**src/rtl/dma_ch_scheduler.sv**
```systemverilog
// dma_ch_scheduler: round-robin descriptor-issue grant with per-channel outstanding counts and abort drain.
module dma_ch_scheduler #(
  parameter int NUM_CH    = 2,
  parameter int MAX_OUTST = 4,
  parameter int CNT_W     = 3
) (
  input  logic                             aclk,
  input  logic                             anreset,
  input  logic                             aenable,
  input  logic [NUM_CH-1:0]                i_ch_req,
  input  logic [NUM_CH-1:0]                i_abort,
  output logic                             o_grant_valid,
  output logic [1:0]                       o_grant_ch,
  input  logic                             i_grant_ready,
  input  logic                             i_resp_done,
  input  logic [1:0]                       i_resp_ch,
  output logic [NUM_CH-1:0][CNT_W-1:0]     o_outst_cnt,
  output logic [NUM_CH-1:0]                o_ch_busy,
  output logic [NUM_CH-1:0]                o_abort_done
);
  typedef enum logic {IDLE, GRANT} state_t;
  state_t state_q, state_d;
  logic [1:0] ch_q, ch_d, last_q, last_d, win;
  logic [NUM_CH-1:0][CNT_W-1:0] cnt_q, cnt_d;
  logic [NUM_CH-1:0] drain_q, drain_d, done_q, done_d, elig, inc, dec, clr;
  logic found, hs, abort_cur;
  assign hs = (state_q == GRANT) && i_grant_ready;
  // Offsets are scanned from farthest to nearest so the nearest eligible channel after last_q wins.
  always_comb begin
    elig = '0;
    abort_cur = 1'b0;
    win = '0;
    found = 1'b0;
    for (int c = 0; c < NUM_CH; c++) begin
      elig[c] = i_ch_req[c] && !i_abort[c] && !drain_q[c] && (cnt_q[c] < CNT_W'(MAX_OUTST));
      if (ch_q == 2'(c)) abort_cur = i_abort[c];
    end
    for (int i = NUM_CH; i >= 1; i--)
      for (int c = 0; c < NUM_CH; c++)
        if (c == (int'(last_q) + i) % NUM_CH && elig[c]) begin
          win = 2'(c);
          found = 1'b1;
        end
  end
  always_comb begin
    state_d = state_q;
    ch_d = ch_q;
    last_d = last_q;
    if (state_q == IDLE) begin
      if (aenable && found) begin
        state_d = GRANT;
        ch_d = win;
      end
    end else if (hs || abort_cur) begin
      state_d = IDLE;
      last_d = hs ? ch_q : last_q;
    end
  end
  always_comb begin
    inc = '0;
    dec = '0;
    clr = '0;
    cnt_d = cnt_q;
    drain_d = drain_q;
    done_d = '0;
    for (int c = 0; c < NUM_CH; c++) begin
      inc[c] = hs && (ch_q == 2'(c));
      dec[c] = i_resp_done && (i_resp_ch == 2'(c)) && (cnt_q[c] != '0);
      cnt_d[c] = (inc[c] && !dec[c]) ? cnt_q[c] + CNT_W'(1) :
                 (dec[c] && !inc[c]) ? cnt_q[c] - CNT_W'(1) : cnt_q[c];
      clr[c] = drain_q[c] && !i_abort[c] && (cnt_q[c] == '0);
      drain_d[c] = i_abort[c] || (drain_q[c] && !clr[c]);
      done_d[c] = clr[c];
    end
  end
  always_ff @(posedge aclk or negedge anreset) begin
    if (!anreset) begin
      state_q <= IDLE;
      ch_q <= '0;
      last_q <= 2'(NUM_CH - 1);
      cnt_q <= '0;
      drain_q <= '0;
      done_q <= '0;
    end else begin
      state_q <= state_d;
      ch_q <= ch_d;
      last_q <= last_d;
      cnt_q <= cnt_d;
      drain_q <= drain_d;
      done_q <= done_d;
    end
  end
  assign o_grant_valid = (state_q == GRANT);
  assign o_grant_ch = ch_q;
  assign o_outst_cnt = cnt_q;
  assign o_abort_done = done_q;
  always_comb
    for (int c = 0; c < NUM_CH; c++) o_ch_busy[c] = |cnt_q[c];
endmodule

```
**config.mk**
```make
export PLATFORM = sky130hd
export DESIGN_NAME = dma_ch_scheduler
export DESIGN_NICKNAME = d
export VERILOG_FILES = /design/src/rtl/dma_ch_scheduler.sv
export SDC_FILE = /design/constraint.sdc
export NUM_CORES = 1
export LEC_CHECK = 0
export BUFFER_PORTS_ARGS = -buffer_cell sky130_fd_sc_hd__buf_2
export CAP_MARGIN = 20
export CORE_MARGIN = 8
export CORE_UTILIZATION = 35
export DETAILED_ROUTE_END_ITERATION = 10
export SLEW_MARGIN = 20
export SYNTH_ARGS = -nofsm -noshare
export SYNTH_HDL_FRONTEND = slang
export SYNTH_SLANG_ARGS = --single-unit
```
**constraint.sdc**
```tcl
create_clock -name aclk -period 4.7 [get_ports aclk]
set_input_delay 0 -clock aclk [delete_from_list [all_inputs] [get_ports aclk]]
set_output_delay 0 -clock aclk [all_outputs]
set_load 0.03 [all_outputs]
```
Word level (Yosys, flattened, before mapping)
Cells that the tools add are included.
{ "classes": {"add_sub_neg": 6, "n_lt_le_gt_ge": 2, "eq_ne": 4, "muxes": 16, "bitwise": 3, "n_reduce_logical": 55} }
{ "ops": {"columns": ["cell", "count"], "rows": [
  ["32-bit zero test", 2],
  ["1-bit logical AND", 28],
  ["3-bit 2-to-1 mux", 4],
  ["1-bit zero test", 10],
  ["1-bit 2-to-1 mux", 10],
  ["3-bit by 1-bit adder with 3-bit output, second input constant", 2],
  ["3-bit zero test", 2],
  ["3-bit less-than comparator, second input constant", 2],
  ["3-bit nonzero test", 2],
  ["3-bit OR reduction", 2],
  ["3-bit by 1-bit subtractor with 3-bit output, second input constant", 2],
  ["2-bit by 1-bit equality test with 1-bit output, second input constant", 2],
  ["2-bit equality test, first input constant", 2],
  ["2-bit zero test", 2],
  ["2-bit 2-to-1 mux", 2],
  ["2-bit nonzero test", 2],
  ["1-bit logical OR", 3],
  ["3-bit AND reduction", 1],
  ["1-bit adder, second input constant", 2],
  ["1-bit bitwise AND, first input constant", 2],
  ["2-bit AND reduction", 1],
  ["1-bit inverter", 1]
]} }
{ "totals": {"regBits": 14, "in_bits": 11} }

Longest topological paths before layout
{ "logic_depth": {"word_depth": 12, "ltp_mapped": 8, "mapped_depth_nobuf": 8} }

Worst setup path before layout
Ideal clock, no wire load.
{ "synth_path": {"kind": "register -> register", "from": "reg cnt_q, in the netlist o_outst_cnt[3]", "to": "reg cnt_q, in the netlist o_outst_cnt[5]", "setup_ps": 80, "t_arrival_ps": 2258, "t_required_ps": 4620, "setup_slack_ps": 2361, "stages_incl_launch_ff": 9, "path_buffers": 0, "period_less_slack_ps": 2339, "cell_sequence": "dfrtp_1 -> or3_2 -> nand4b_1 -> ha_1 -> inv_1 -> fa_1 -> xor2_1 -> nor2_1 -> xor2_1"} }
{ "synth_between": {"elab_chain_cells": 5, "word_cells_on_any_way": 10} }
{ "synth_lines": {"columns": ["item", "line", "text"], "rows": [
  ["start: declaration", "24", "logic [NUM_CH-1:0][CNT_W-1:0] cnt_q, cnt_d;"],
  ["start signal: assignment", "88", "cnt_q <= cnt_d;"],
  ["branches (longest 5 deep; another with 3-bit by 1-bit subtractor with 3-bit output)", null, null]
]} }
Parallel ways; which one is timed is not known. The select of a mux whose other input is x is not followed.
A chain may end at the register's enable or synchronous reset.

Final worst setup path
{ "layout_path": {"from": "reg cnt_q, in the netlist o_outst_cnt[5]", "to": "reg cnt_q, in the netlist o_outst_cnt[5]"} }
Same word-level chain as after synthesis.

==> results.yml <==
global_routing:
  grt_pass1_wl_um: 2250
  grt_pass1_vias: 508
  gr-usage-all-layers: 0.0867
  grt_max_degree: 14
  gr-total-overflow: 0
  antenna_found_initial: 0
placement:
  dp_slack_ns: 2.53
  numPortBuffers: 22
  place_area_um2: 783
  dpl.hpwl_um: 1050
  gp_congestion: 0.745
cts:
  cts_resized: 0
  cts_tree: "built"
  post-cts-setup-buffer-count: 0
  h-tree-depth: 1
  clkSinkCount: 13
  root_buffer: "clkbuf_4"
  worst_skew_pair.late_latency_ns: 0.27
  clk_pin_slew_ns: 0.07
  cts_max_path_buffers: 2
  cts_buffers: 3
timing:
  fin_crit_ns: 2.17
  setup_tns_ns: 0
  fmax_mhz: 461
  worst_slack_ns: 2.53
  maxSlewViolCount: 0
  fin_crit_sh: 0.461
  fin_skew_ns: 0.00594
  hold_viol_final: 0
  rsz0062_at_grt: "no"
  setup_violations: 0
layout:
  nets: 98
  antenna_cells: 0
  drive_above_1_share: 0.354
  fillCellCount: 171
  final_area_um2: 840
  final_core_util: 0.481
  area_delta_synth_final_pct: 29.3
critical_path:
  crit_top_cell: "xor2_1"
  required_ns: 4.89
  arrival_ns: 2.36
  path_buf_inv: 1
  end_kind: "flop"
  slowest_stage: "or3_2"
  path_max_fanout: 4
  path_delay_family: "simple AND/OR/NAND/NOR gates"
  crit_type: "flop to flop"
  path_cells: "or3_2 > nand4b_1 > ha_1 > inv_1 > fa_1 > xor2_1 > nor2_1 > xor2_1"
  worstSetupStartpointType: "flop"
  cpPeakStageDelay_ns: 0.54
synthesis:
  yosysWarnings: 0
  synth_largest_area_cell: "dfrtp_1"
  yosys-top-cells-count: "12 x dfrtp_1, 5 x nor2_1, 4 x xor2_1"
  synth_nets: 69
  synth-main-ff-cell: "dfrtp_1"
  yosys-top-cells-area: "dfrtp_1 46%, fa_1 6.2%, xor2_1 5.4%, dfstp_2 4.0%, ha_1 3.9%"
  ys_seq_area_frac: 0.503
  synth.most_common_cell: "dfrtp_1"
  avgSynthCellArea_um2: 12.0
  synth_area_um2: 649
  synthArstFlopShare: 1.00
  synth_cells: 54
  synth_top_area_frac: 0.462
  synth-edff-count: 0
  ys_ff_latch: 13
  yosysUniqueCellTypes: 24
drt:
  drt-total-wl_um: 1330
  firstDrtPassIters: 4
  drcViolationCount: 0
  vias: 480
  post_drt_wl_per_cell_um: 12.5
  ant_nets: 0
  first_iter_violations: 4
  via_per_inst: 4.49
power:
  pwr-share-clk: 0.130
  peakVddDrop_v: 0.000315
  power_density_nw_per_um2: 619
  p_seq_frac: 0.400
  leakagePower_nw: 0.400
  p_sw_frac: 0.448
  combPwrFrac: 0.469
  power.internal_mw: 0.287
  p_switching_mw: 0.233
worst_hold_path:
  worstHoldPathType: "input port to flop"
job:
  cap_viol_max_count: 0
die:
  die_y_um: 59.1
  placementRows: 15
  die_w_um: 59.1
  core_area_um2: 1750
  dieArea_um2: 3490
  io_pins: 24
  initial_core_util: 0.372
outcome:
  status: "finished, final reports clean"
==> routing by layer <==
metal | up-vias | GRT usage | wire length [um]
met5 | - | 0 | 0
met4 | 0 | 0.0717 | 27
met3 | 2 | 0.0174 | 55
met2 | 9 | 0.146 | 667
met1 | 230 | 0.0903 | 582
li1 | 239 | - | -
==> final cells by class <==
class	instances	area [um2]	area share
Inverter	3	11.3	0.0134
Multi-Input combinational cell	37	304	0.362
Timing Repair Buffer	25	140	0.167
Tap cell	25	31.3	0.0373
Sequential cell	13	327	0.389
Clock buffer	4	26.3	0.0313
==> sequential cells by signal, summed over array words and instances (netlist names) <==
register / cells
drain_q: 2
last_q: 1
o_abort_done: 2
o_grant_ch: 1
o_grant_valid: 1
o_outst_cnt: 6
==> worst min-delay path, delay by kind of cell <==
family	cells	cell delay [ns]
AND/OR/NAND/NOR	2	0.18
buffers and inverters	1	0.08
==> power by group through the flow <==
stage | clock, mW | sequential (mW) | combinational (mW)
floorplan | 0 | 0.276 | 0.103
global placement | 0 | 0.209 | 0.244
detailed placement | 0 | 0.211 | 0.243
CTS | 0.0708 | 0.209 | 0.247
global route | 0.0779 | 0.216 | 0.264
finish | 0.0677 | 0.208 | 0.244
==> kinds of logic (layout without fill, tap and decap cells) <==
logic type               after synthesis  in the layout  synth area share
buffers and inverters                  4             32            0.0289
AO/OA/AOI/OAI                          4              4            0.0482
multiplexers                           3              3            0.0501
flip-flops                            13             13             0.503
AND/OR/NAND/NOR                       19             19             0.183
adder cells (fa/ha/maj)                4              4             0.100
other                                  1              1           0.00577
XOR/XNOR                               6              6            0.0809
==> what timing repair did <==
item / 4_1_cts / 5_1_grt
endpoints found under the setup margin: 0 / 0
hold buffers: 3 / 0
endpoints found under the hold margin: 17 / 0
==> cells in the final DEF, fill, tap and decap left out <==
cell and n:
dlygate4sd3_1 3, mux2i_1 1, a2bb2oi_1 1, nor4b_1 1
conb_1 1, dfrtp_1 12, or4b_1 1, nand2_1 2
xnor2_1 2, or3_2 1, fa_1 2, xor2_1 4
buf_2 22, nor3b_1 3, or3b_1 1, ha_1 2
a21o_1 3, or3_1 1, clkbuf_1 1, clkbuf_4 3
nand4b_1 1, dfstp_2 1, mux2_2 2, nand3b_1 2
nor2_1 5, inv_1 3, nand3_1 1
==> stage by stage <==
step	cells	power (mW)	hold slack, ns
after detailed placement	100	0.454	-0.0972
after CTS	107	0.527	0.0169
final	107	0.520	0.0382
after global placement	100	0.453	-0.0970
after global routing	107	0.558	0.0498
after floorplan	54	0.379	-0.296
==> path summary, 6_finish.rpt <==
kind / cells past startpoint / slack (ns) / end / startpoint
max in group asynchronous: 2 / 4.26 / last_q[0] / anreset
setup / recovery: 8 / 2.53 / o_outst_cnt[5] / o_outst_cnt[5]
hold / removal: 3 / 0.04 / o_grant_valid / i_grant_ready
min in group asynchronous: 2 / 0.16 / o_outst_cnt[0] / anreset
setup reg to reg: 8 / 2.53 / o_outst_cnt[5] / o_outst_cnt[5]
hold reg to reg: 1 / 0.51 / drain_q[1] / drain_q[1]
Power figures use the tool's default switching activity.
